`config.mk`:
```
export PLATFORM = sky130hd
export DESIGN_NAME = bp_io_req_tracker
export DESIGN_NICKNAME = d
export VERILOG_FILES = /design/src/rtl/bp_io_req_tracker.sv
export SDC_FILE = /design/constraint.sdc
export NUM_CORES = 1
export LEC_CHECK = 0
export CAP_MARGIN = 10
export CORE_AREA = 2 2 209 211
export DETAILED_ROUTE_END_ITERATION = 12
export DIE_AREA = 0 0 211 213
export PLACE_DENSITY = 0.35
export SLEW_MARGIN = 20
export SYNTH_ARGS = -nofsm -noshare
export SYNTH_HDL_FRONTEND = slang
export SYNTH_SLANG_ARGS = --single-unit
```
`constraint.sdc`:
```
create_clock -name clk_i -period 3.2 [get_ports clk_i]
set_clock_uncertainty 0.15 [all_clocks]
set_input_delay 0.64 -clock clk_i [delete_from_list [all_inputs] [get_ports clk_i]]
set_output_delay 0.64 -clock clk_i [all_outputs]
set_load 0.01 [all_outputs]
```
`src/rtl/bp_io_req_tracker.sv`:
```
// ---------------------------------------------------------------------------
// bp_io_req_tracker: tracks in-flight IO commands between core and host,
// with drain control, response watchdog and spurious-response filtering.
// Revision: 1.0
// ---------------------------------------------------------------------------
`default_nettype none

module bp_io_req_tracker #(
  parameter int msg_width_p       = 128,
  parameter int max_outstanding_p = 32,
  parameter int timeout_p         = 1024
) (
  input  logic                                   clk_i,
  input  logic                                   reset_i,

  input  logic [msg_width_p-1:0]                 cmd_i,
  input  logic                                   cmd_v_i,
  output logic                                   cmd_ready_and_o,

  output logic [msg_width_p-1:0]                 io_cmd_o,
  output logic                                   io_cmd_v_o,
  input  logic                                   io_cmd_ready_and_i,

  input  logic [msg_width_p-1:0]                 io_resp_i,
  input  logic                                   io_resp_v_i,
  output logic                                   io_resp_yumi_o,

  output logic [msg_width_p-1:0]                 resp_o,
  output logic                                   resp_v_o,
  input  logic                                   resp_yumi_i,

  input  logic                                   drain_i,
  output logic                                   drained_o,
  output logic                                   timeout_o,
  output logic                                   spurious_o,
  output logic [$clog2(max_outstanding_p+1)-1:0] outstanding_o
);

  localparam int cnt_w_lp   = $clog2(max_outstanding_p+1);
  localparam int timer_w_lp = $clog2(timeout_p+1);
  localparam logic [cnt_w_lp-1:0]   cnt_max_lp    = cnt_w_lp'(max_outstanding_p);
  localparam logic [timer_w_lp-1:0] timer_last_lp = timer_w_lp'(timeout_p-1);
  localparam logic [timer_w_lp-1:0] timer_max_lp  = timer_w_lp'(timeout_p);

  typedef enum logic [1:0] {
    READY = 2'd0,
    FULL  = 2'd1,
    DRAIN = 2'd2,
    ERROR = 2'd3
  } state_e;

  state_e                  state_q, state_d;
  logic [cnt_w_lp-1:0]     count_q, count_d;
  logic [timer_w_lp-1:0]   timer_q, timer_d;
  logic                    timeout_q, timeout_d;

  logic accept, busy, cmd_hs, inc, dec, expire;

  // Gating with reset_i keeps command valid and spurious pulses quiet while in reset.
  assign accept          = reset_i & (state_q == READY);
  assign busy            = (count_q != '0);

  assign io_cmd_o        = cmd_i;
  assign io_cmd_v_o      = cmd_v_i & accept;
  assign cmd_ready_and_o = io_cmd_ready_and_i & accept;

  assign resp_o          = io_resp_i;
  assign resp_v_o        = io_resp_v_i & busy;
  assign io_resp_yumi_o  = busy ? resp_yumi_i : io_resp_v_i;
  assign spurious_o      = reset_i & io_resp_v_i & ~busy;

  assign cmd_hs          = io_cmd_v_o & io_cmd_ready_and_i;
  assign inc             = cmd_hs & (count_q != cnt_max_lp);
  assign dec             = resp_yumi_i & busy;
  assign expire          = busy & ~resp_yumi_i & (timer_q == timer_last_lp);

  assign drained_o       = (state_q == DRAIN) & ~busy;
  assign timeout_o       = timeout_q;
  assign outstanding_o   = count_q;

  always_comb begin
    count_d = count_q;
    if (inc & ~dec) begin
      count_d = count_q + cnt_w_lp'(1);
    end else if (dec & ~inc) begin
      count_d = count_q - cnt_w_lp'(1);
    end

    timer_d = timer_q;
    if (!busy || resp_yumi_i) begin
      timer_d = '0;
    end else if (timer_q != timer_max_lp) begin
      timer_d = timer_q + timer_w_lp'(1);
    end

    timeout_d = timeout_q | expire;

    state_d = state_q;
    if (expire) begin
      state_d = ERROR;
    end else begin
      case (state_q)
        READY:   if (drain_i) state_d = DRAIN;
                 else if (count_d == cnt_max_lp) state_d = FULL;
        FULL:    if (drain_i) state_d = DRAIN;
                 else if (count_d < cnt_max_lp) state_d = READY;
        DRAIN:   if (!drain_i) state_d = (count_d == cnt_max_lp) ? FULL : READY;
        ERROR:   state_d = ERROR;
        default: state_d = READY;
      endcase
    end
  end

  always_ff @(posedge clk_i or negedge reset_i) begin
    if (!reset_i) begin
      state_q   <= READY;
      count_q   <= '0;
      timer_q   <= '0;
      timeout_q <= 1'b0;
    end else begin
      state_q   <= state_d;
      count_q   <= count_d;
      timer_q   <= timer_d;
      timeout_q <= timeout_d;
    end
  end

endmodule

`default_nettype wire

```
==> run summary <==
Initial antenna violation count: 1
Non-Filler Instances: 737
CP endpoint kind: output pin
Die Span X: 211 µm
Setup_tns: 0 ns
Most used DFF post-synth: dfrtp_1
RR Startpoint: outstanding_o[0]
FF+latch area: 500 µm²
Synthesized cell area: 0.00336 mm²
Most common cell in the synthesized netlist: buf_4
Post-synth ARST share: 100%
Max Root-Sink Buffers: 2
Least-Margin Pin Slew: 0.484 ns
H-tree depth: 1
Worst-Skew Late Latency: 0.25 ns
Hold Path End: timeout_o
Count of cell types in the netlist: 53
Maximum vdd drop: 0.183 mV
Hold-critical path depth: 1
Post-synthesis sequential area ratio: 14.9%
Total GRT Usage: 4.16%
Setup violators final: 0
Synth top area share: 57.4%
Worst r2r dst: state_q[0]
Fraction of layout cells with a size suffix above 1: 14.7%
Critical Path RT: 2.41 ns
# port buffers: 19
Final cell utilization of the core: 5.81%
Core area: 0.0427 mm²
Placed insts: 732
CTS buffer count: 3
CTS root buf: clkbuf_16
Vias in the first global route: 1777
Syn_nets: 688
Multi-input gate area: 878 µm²
Gpl congestion: 0.750
Highest clock rate: 327 MHz
Drt drc: 0
Clk slew on worst S/H paths: 0.06 ns
Syn Area/Cell: 8.01 µm²
Worst-case reg-to-reg path depth: 8
Worst hold path class: reg2reg
Remaining global-route overflow: 0
Hold_sp: timeout_o
Io pins: 532
Kind of critical path: reg2out
Die area: 0.0449 mm²
# fillers: 4960
Number of synthesized flops with an enable pin: 0
Rows: 76
Final Power: 1.31 mW
Post-route ant nets: 0
CTS tree: yes
Final wirelength: 9.90 mm
Max-slew headroom: 67.7%
Syn-to-layout area delta: -26.3%
Drt initial violations: 49
First-pass GRT wire length: 12.8 mm
Die height: 213 µm
Slew Viols, Final: 0
Post-Place Setup Slack: 0.0442 ns
Worst Setup Start Kind: flip-flop
Final worst path period need: 3.06 ns
Final WS setup: 0.140 ns
Syn Inst Count: 420
Worst Path Max Fanout: 5
WL/cell: 13.4 µm
Final Hold Fails: 0
Largest net degree at the start of global routing: 21
Top area cells in the synthesized netlist: buf_4 57%, dfrtp_1 15%, ha_1 1.9%, xor2_1 1.8%, nor2_1 1.8%
Final instance area: 0.00248 mm²
Tcrit/Tclk final: 95.6%
Leakage dissipation: 0.788 nW
Area leader, netlist: buf_4
Drt pass-1 iters: 4
Pwr dens: 529 mW/mm²
Final hold slack: 0.351 ns
Placed Area: 0.00237 mm²
Yosys reg bits: 20
Arrival time of the worst setup path: 2.27 ns
Total Nets Final: 459
DR vias/cell: 2.29
Clock sinks: 20
Commonest cells post-synth: 257 x buf_4, 20 x dfrtp_1, 16 x nor2_1, 13 x nand2_1, 10 x inv_1
Reg2reg setup slack: 0.69 ns
Vias: 1685
Starting density of the core: 7.88%
Postcts setup bufs: 0
Status: complete, no violations
Yosys warns: 0
HPWL after DPL: 8.08 mm
RSZ-0062 raised after global routing: false
Max_cap viols: 0
-- logic make-up (layout without fill, tap and decap cells) --
family                   count (synthesis)  count (layout)  synth area share (%)
other                                    0               1                     0
buffers and inverters                  274              44                  59.5
adder cells (fa/ha/maj)                  5               5                  1.86
multiplexers                             3               3                  1.00
AND/OR/NAND/NOR                         76              76                  13.0
XOR/XNOR                                11              11                  2.86
flip-flops                              20              20                  14.9
AO/OA/AOI/OAI                           31              31                  6.92
-- placed cells by master (no fill, tap or decap), drive strengths merged, types with 3 or more instances in the layout --
| cell | n |
|---|---|
| xnor2 | 4 |
| nand3 | 8 |
| xor2 | 7 |
| ha | 5 |
| mux2 | 3 |
| nor2 | 16 |
| a21oi | 5 |
| buf | 11 |
| nand4 | 3 |
| inv | 10 |
| nand2b | 5 |
| nand2 | 13 |
| nor3 | 3 |
| o21ai | 5 |
| a211oi | 3 |
| dfrtp | 20 |
| clkdlybuf4s50 | 18 |
| or2 | 3 |
| or3 | 3 |
| and2 | 5 |
| clkbuf | 4 |
| nor4 | 5 |
-- power breakdown --
group	internal [mW]	leakage, nW	switching (mW)
clock network	0.190	0.0442	0.0937
registers	0.294	0.265	0.0390
logic	0.305	0.480	0.387
total	0.790	0.788	0.520
-- worst max path at each step --
stage                             from              end  slack (ns)  cells after the start
finish                outstanding_o[0]   io_resp_yumi_o        0.14                      7
detailed placement  io_cmd_ready_and_i  cmd_ready_and_o        0.04                      5
CTS                   outstanding_o[0]       spurious_o        0.01                      6
floorplan             outstanding_o[1]       state_q[0]        0.75                      8
global route                   reset_i       io_cmd_v_o       0.005                      4
global placement    io_cmd_ready_and_i  cmd_ready_and_o        0.07                      5
-- state kept, by name, indices dropped and copies added, names as in the netlist --
| name | cells |
|---|---|
| outstanding_o | 6 |
| state_q | 2 |
| timeout_o | 1 |
| timer_q | 11 |
-- worst max-delay path: stages, from the launching register on --
cell             delay [ns]
dfrtp_1                0.37
inv_1                  0.11
ha_2                   0.23
or4b_4                 0.53
nor2_4                 0.13
nand2_1                0.07
nand2_1                0.06
clkdlybuf4s50_1        0.53
-- metal layers --
metal  vias to the layer above  global-route usage, %  routed length (µm)
met5                         -                  0.890                  57
met4                         2                   6.22                1330
met2                       225                   5.46                3880
li1                        645                      -                   -
met1                       687                   3.12                2790
met3                       126                   3.38                1840
-- area by class of cell --
type                            count  area share (%)
Clock buffer                        4            3.58
Tap cell                          546            27.6
Antenna cell                        1           0.101
Timing Repair Buffer               30            11.6
Sequential cell                    20            20.2
Multi-Input combinational cell    126            35.4
Inverter                           10            1.51
-- timing repair --
item / 4_1_cts / 5_1_grt
endpoints found under the setup margin: 1 / 3
gates resized for setup: 1 / 4
hold buffers: 0 / 0
Power figures use the tool's default switching activity.
